File: src/rtl/relogio_min_hora.sv
// relogio_min_hora: minutes/hours stage of the clock.
// Counts minutes (0..59) and hours (0..HORAS_MOD-1) from the seconds-stage
// carry. Emits a one-cycle day carry on the wrap to 00:00. Two debounced
// buttons (mode, up) drive a RUN -> SET_H -> SET_M -> RUN time-set machine.
// All outputs come straight from registers.
module relogio_min_hora #(
  parameter int HORAS_MOD = 24
) (
  input  logic       clk_i,
  input  logic       rst_i,
  input  logic       carry_i,
  input  logic       mode_i,
  input  logic       up_i,
  output logic [5:0] minutos_o,
  output logic [4:0] horas_o,
  output logic       dia_o,
  output logic [1:0] estado_o
);

  typedef enum logic [1:0] {
    ST_RUN   = 2'b00,
    ST_SET_H = 2'b01,
    ST_SET_M = 2'b10,
    ST_BAD   = 2'b11
  } estado_t;

  localparam logic [5:0] MIN_MAX  = 6'd59;
  localparam logic [4:0] HORA_MAX = 5'(HORAS_MOD - 1);

  // Terminal value is compared before incrementing, so the field never
  // relies on natural overflow. ">=" also pulls any out-of-range value back.
  function automatic logic [5:0] inc_min(input logic [5:0] v);
    if (v >= MIN_MAX) begin
      inc_min = 6'd0;
    end else begin
      inc_min = v + 6'd1;
    end
  endfunction

  function automatic logic [4:0] inc_hora(input logic [4:0] v);
    if (v >= HORA_MAX) begin
      inc_hora = 5'd0;
    end else begin
      inc_hora = v + 5'd1;
    end
  endfunction

  estado_t    estado_r;
  estado_t    estado_nxt_s;
  logic [5:0] minutos_r;
  logic [5:0] minutos_nxt_s;
  logic [4:0] horas_r;
  logic [4:0] horas_nxt_s;
  logic       dia_r;
  logic       dia_nxt_s;
  logic       mode_prev_r;
  logic       up_prev_r;
  logic       mode_rise_s;
  logic       up_rise_s;

  // Rising-edge detection of the (already synchronous) buttons.
  always_comb begin
    mode_rise_s = mode_i & ~mode_prev_r;
    up_rise_s   = up_i & ~up_prev_r;
  end

  // Next-state logic: the state only advances on a mode rise; the
  // unreachable encoding falls back to RUN.
  always_comb begin
    estado_nxt_s = estado_r;
    case (estado_r)
      ST_RUN: begin
        if (mode_rise_s) begin
          estado_nxt_s = ST_SET_H;
        end else begin
          estado_nxt_s = ST_RUN;
        end
      end
      ST_SET_H: begin
        if (mode_rise_s) begin
          estado_nxt_s = ST_SET_M;
        end else begin
          estado_nxt_s = ST_SET_H;
        end
      end
      ST_SET_M: begin
        if (mode_rise_s) begin
          estado_nxt_s = ST_RUN;
        end else begin
          estado_nxt_s = ST_SET_M;
        end
      end
      default: begin
        estado_nxt_s = ST_RUN;
      end
    endcase
  end

  // Counter next values, decided by the state held at the start of the
  // cycle. Carries are only honoured in RUN; set modes ignore (and lose) them.
  always_comb begin
    minutos_nxt_s = minutos_r;
    horas_nxt_s   = horas_r;
    dia_nxt_s     = 1'b0;
    case (estado_r)
      ST_RUN: begin
        if (carry_i) begin
          minutos_nxt_s = inc_min(minutos_r);
          if (minutos_r >= MIN_MAX) begin
            horas_nxt_s = inc_hora(horas_r);
            if (horas_r >= HORA_MAX) begin
              dia_nxt_s = 1'b1;
            end else begin
              dia_nxt_s = 1'b0;
            end
          end else begin
            horas_nxt_s = horas_r;
          end
        end else begin
          minutos_nxt_s = minutos_r;
        end
      end
      ST_SET_H: begin
        if (up_rise_s) begin
          horas_nxt_s = inc_hora(horas_r);
        end else begin
          horas_nxt_s = horas_r;
        end
      end
      ST_SET_M: begin
        if (up_rise_s) begin
          minutos_nxt_s = inc_min(minutos_r);
        end else begin
          minutos_nxt_s = minutos_r;
        end
      end
      default: begin
        minutos_nxt_s = minutos_r;
        horas_nxt_s   = horas_r;
      end
    endcase
  end

  // State, counters, day pulse and button history; reset loads the live
  // button levels so a button held through reset produces no edge.
  always_ff @(posedge clk_i) begin
    if (rst_i) begin
      estado_r    <= ST_RUN;
      minutos_r   <= 6'd0;
      horas_r     <= 5'd0;
      dia_r       <= 1'b0;
      mode_prev_r <= mode_i;
      up_prev_r   <= up_i;
    end else begin
      estado_r    <= estado_nxt_s;
      minutos_r   <= minutos_nxt_s;
      horas_r     <= horas_nxt_s;
      dia_r       <= dia_nxt_s;
      mode_prev_r <= mode_i;
      up_prev_r   <= up_i;
    end
  end

  assign minutos_o = minutos_r;
  assign horas_o   = horas_r;
  assign dia_o     = dia_r;
  assign estado_o  = estado_r;

endmodule

File: config.mk
export PLATFORM = sky130hd
export DESIGN_NAME = relogio_min_hora
export DESIGN_NICKNAME = d
export VERILOG_FILES = /design/src/rtl/relogio_min_hora.sv
export SDC_FILE = /design/constraint.sdc
export NUM_CORES = 1
export LEC_CHECK = 0
export BUFFER_PORTS_ARGS = -buffer_cell sky130_fd_sc_hd__buf_2
export CORE_MARGIN = 2
export CORE_UTILIZATION = 29
export DETAILED_ROUTE_END_ITERATION = 10
export GPL_ROUTABILITY_DRIVEN = 1
export PLACE_DENSITY = 0.5
export SLEW_MARGIN = 20
export SYNTH_ARGS = -nofsm -noshare
export SYNTH_HDL_FRONTEND = slang
export SYNTH_SLANG_ARGS = --single-unit
File: constraint.sdc
create_clock -name clk_i -period 1.8 [get_ports clk_i]
set_input_delay 0.18 -clock clk_i [delete_from_list [all_inputs] [get_ports clk_i]]
set_output_delay 0.18 -clock clk_i [all_outputs]
set_load 0.02 [all_outputs]
# Word level (Yosys, flattened, before mapping)
# Index checks and enable logic that the tools add are counted.
# classes
addsub,2
order_cmp,2
n_eq_ne,6
muxes,14
n_bitwise,7
reduce_logical,6
# op_table
op,count
5-bit 2-to-1 mux,4
6-bit 2-to-1 mux,3
6-bit one-hot mux with 2 select lines,1
5-bit one-hot mux with 2 select lines,1
2-bit != test (second input constant),4
6-bit by 1-bit adder with 6-bit output (second input constant),1
6-bit >= comparator (second input constant),1
2-bit one-hot mux with 3 select lines,1
5-bit by 1-bit adder with 5-bit output (second input constant),1
5-bit >= comparator (second input constant),1
1-bit inverter,5
2-bit 2-to-1 mux,2
4-bit AND reduction,1
2-bit nonzero test,2
4-bit OR reduction,1
3-bit AND reduction,1
1-bit AND,2
2-bit by 1-bit equality test with 1-bit output (second input constant),1
2-bit equality test (second input constant),1
2-bit logical NOT,1
1-bit 2-to-1 mux,2
# totals
ff_bits,16
inputBits,5
output_inout_bits,14
wordCells,43

# Logic depth before layout (Yosys ltp)
# logic_depth
depth_word,5
depth_mapped,5
mapped_depth_nobuf,5

# Least setup slack after synthesis
# OpenSTA, ideal clock, no wires.
# synth_path
path_type,reg-to-reg
start,register minutos_r[0] (netlist: minutos_o[0])
end,register horas_r[3] (netlist: horas_o[3])
setup_time_ns,0.132
arrival_time_ns,1.411
setup_slack_ns,0.256
path_stages_with_launch,6
n_path_buf,0
period_less_slack_ns,1.544
cell_sequence,dfxtp_1 > ha_1 > o2111ai_2 > o21a_1 > o311ai_2 > o31ai_2
# synth_between
elab_chain_cells,3
# synth_lines
element,line_no,source
start: declaration,50,logic [5:0] minutos_r;
start signal: assignment,156,minutos_r <= minutos_nxt_s;
6-bit >= comparator,109,if (minutos_r >= MIN_MAX) begin
2-bit != test (no line),n/a,
4-bit AND reduction (no line),n/a,
end signal: assignment,157,horas_r <= horas_nxt_s;
end: declaration,52,logic [4:0] horas_r;
# Every way passes these cells.
# A chain may end at the register's enable or synchronous reset.

# Worst setup path after layout
# Ends and elaborated chain as after synthesis.

==> results.cfg <==
[cells_and_area]
fin_area_um2 = 944.7
finalNonFillerCells = 133
drive_above_1_share = 0.3107
diodes = 0
fin_nets = 111
final_util = 0.3745
area_delta_synth_final_pct = 20.80

[logic_synthesis]
synth_area_leaders = dfxtp_1 (41%), xor2_1 (5.6%), nor2_1 (4.8%), ha_1 (3.2%), o21ai_0 (3.2%)
synth_top_family_by_area = compound AO/OA/AOI/OAI gates
ys_seq_elements = 16
yosysWarnings = 0
synthXorXnorAreaFrac = 0.06720
netlist_area_um2 = 782.0
yosys.area.top_type = dfxtp_1
syn_nets = 89
ys_types = 33
avgSynthCellArea_um2 = 9.537
synth_compound_area_frac = 0.2464
synth.area.mux_share = 0
synth_top_area_share = 0.4096
synthCells = 82
ys_seq_area_frac = 0.4096
synth-simple-area-share = 0.2160
synthAdderAreaFrac = 0.03200

[timing]
max_freq_ghz = 0.6656
setup_viol = 0
slew_viol_final = 0
finClkSkew_ps = 0.7031
rsz0062_at_grt = false
min_period_over_period = 0.8347
max_slew.worst_pin.slew_ps = 416.8
setup-tns-final_ps = 0
hold_violations = 0
period_minus_slack_ps = 1502
relSlewSlack = 0.7218

[drt]
first_pass_iters = 4
routedWlPerCell_um = 11.62
drt-total-wl_mm = 1.545
viasPerCell = 4.940
first_iter_violations = 11
remaining_drc_errors = 0
ant_nets = 0
vias = 657

[global_route]
antenna_found_initial = 0
grt_use_total = 0.1089
gr-total-overflow = 0
grt_pass1_vias = 639
grt_start_max_net_pins = 12
grt_pass1_wl_mm = 2.677

[setup_path]
arrival_ps = 1680
crit_path_cell_trace = ha_1 > o2111ai_2 > o21a_1 > o311ai_2 > o31ai_2
max_stage_delay_ps = 390
critical_path.top_delay_family = compound AO/OA/AOI/OAI gates
critical_path_class = reg2reg
worstPathRequired_ps = 1980
cp_max_fo = 4
setup.worst_path.start_class = register
crit_buf_inv = 0
worst_setup_path_end_kind = register
cp_slowest_cell = dfxtp_1

[place]
numPlacedInstances = 128
portBuffers = 18
placed_area_um2 = 898.4
dp_hpwl_mm = 1.180
globalplace.congestion = 0.8042

[clock_network]
cts_setup_buffers = 0
cts_buffers = 3
cts_resized = 0
clkSlewWorstSetupHoldPaths_ps = 90
clk_latency_ps = 290
ctsHtreeMaxLevel = 1
cts.sinks = 16
cts-root-buf = clkbuf_4
clockBufferDepth = 2
cts_tree = yes

[die]
fp.dieW_um = 55.93
initial_utilization = 0.3100
die_h_um = 55.93
io_pins = 19
coreArea_mm2 = 0.002522
row_count = 18
dieArea_mm2 = 0.003128

[power_and_ir_drop]
p_per_area_mw_per_mm2 = 737.8
leakage_nw = 0.3988
vdd_drop_max_uv = 395.2

[flow_run]
max_cap_viol_count = 0

[run_status]
status = complete, no violations

[hold_path]
min_path_type = in2reg
==> Yosys cell counts <==
cell       number
a31oi_1         2
nor2b_1         2
nand2b_2        1
a21oi_1         4
o21a_1          1
o31ai_2         1
a211o_1         1
xnor2_1         1
o211ai_1        1
o2111ai_2       1
dfxtp_1        16
nand3_1         1
nor2_4          1
o32ai_1         1
nand3b_1        1
xor2_1          5
o311ai_2        1
nor3b_4         1
clkbuf_1        1
nand4_1         2
nand2_1         6
nor2_1         10
inv_1           3
o21ai_0         5
a211oi_2        1
and4bb_4        1
nor3_1          2
o21ai_2         2
buf_4           1
and3_1          1
o2111a_1        1
o2111ai_1       2
ha_1            2
==> cells by family after synthesis <==
family                     Yosys count
and+or+nand+nor                     29
AOI/OAI and AO/OA                   24
DFF                                 16
xor gates and xnor gates             6
buffers and inverters                5
adders and majority gates            2
==> worst paths after layout <==
path / cells past startpoint / endpoint / slack (ps) / startpoint
setup reg to reg: 5 / horas_o[3] / 300 / minutos_o[0]
setup / recovery: 5 / horas_o[3] / 300 / minutos_o[0]
hold reg to reg: 2 / minutos_o[1] / 500 / minutos_o[1]
hold / removal: 1 / up_prev_r / 20 / up_i
==> sequential cells by signal, summed over array words and instances, names as in the netlist <==
name / cells
mode_prev_r: 1
minutos_o: 6
up_prev_r: 1
horas_o: 5
estado_o: 2
dia_o: 1
==> cell usage in the layout, fill, tap and decap left out, drive strengths merged, types with 2 or more instances in the layout <==
cell     Yosys  layout
a31oi        2       2
buf          1      18
xor2         5       5
inv          3       3
a21oi        4       4
dfxtp       16      16
nor2b        2       2
nor2        11      11
nand2        6       6
nand4        2       2
o2111ai      3       3
ha           2       2
nor3         2       2
o21ai        7       7
clkbuf       1       4
==> routing by layer <==
metal	wire length, µm	global-route usage	vias up	part of all wire
li1	-	-	340	-
met2	697	0.1701	16	0.45
met4	15	0.04422	0	0.0097
met5	0	0	-	0
met1	727	0.1259	299	0.47
met3	104	0.05581	2	0.067
==> stage by stage <==
step	setup slack [ps]	total power [mW]	hold WS (ps)
floorplan	256.5	0.4426	207.7
finish	297.6	0.6969	16.02
global route	178.5	0.7421	3.165
CTS	274.6	0.7107	5.670
global placement	332.2	0.4653	293.2
detailed placement	302.6	0.4654	297.9
==> cell type report <==
cell class,count,area [µm²]
inverter,3,11.26
sequential,16,320.3
multi-input combinational,61,439.2
timing repair buffer,19,100.1
clock buffer,4,36.28
fill,259,1578
tap,30,37.54
==> where the power goes <==
| part | leakage [nW] | internal [mW] | switching, mW |
|---|---|---|---|
| clock | 0.0210 | 0.123 | 0.117 |
| sequential | 0.130 | 0.366 | 0.0150 |
| combinational | 0.248 | 0.0322 | 0.0442 |
==> what timing repair did <==
| item | 4_1_cts | 5_1_grt |
|---|---|---|
| hold buffers | 1 | 0 |
| endpoints found under the setup margin | 0 | 0 |
| hold endpoints to repair | 1 | 0 |
(Power assumes the default switching activity.)
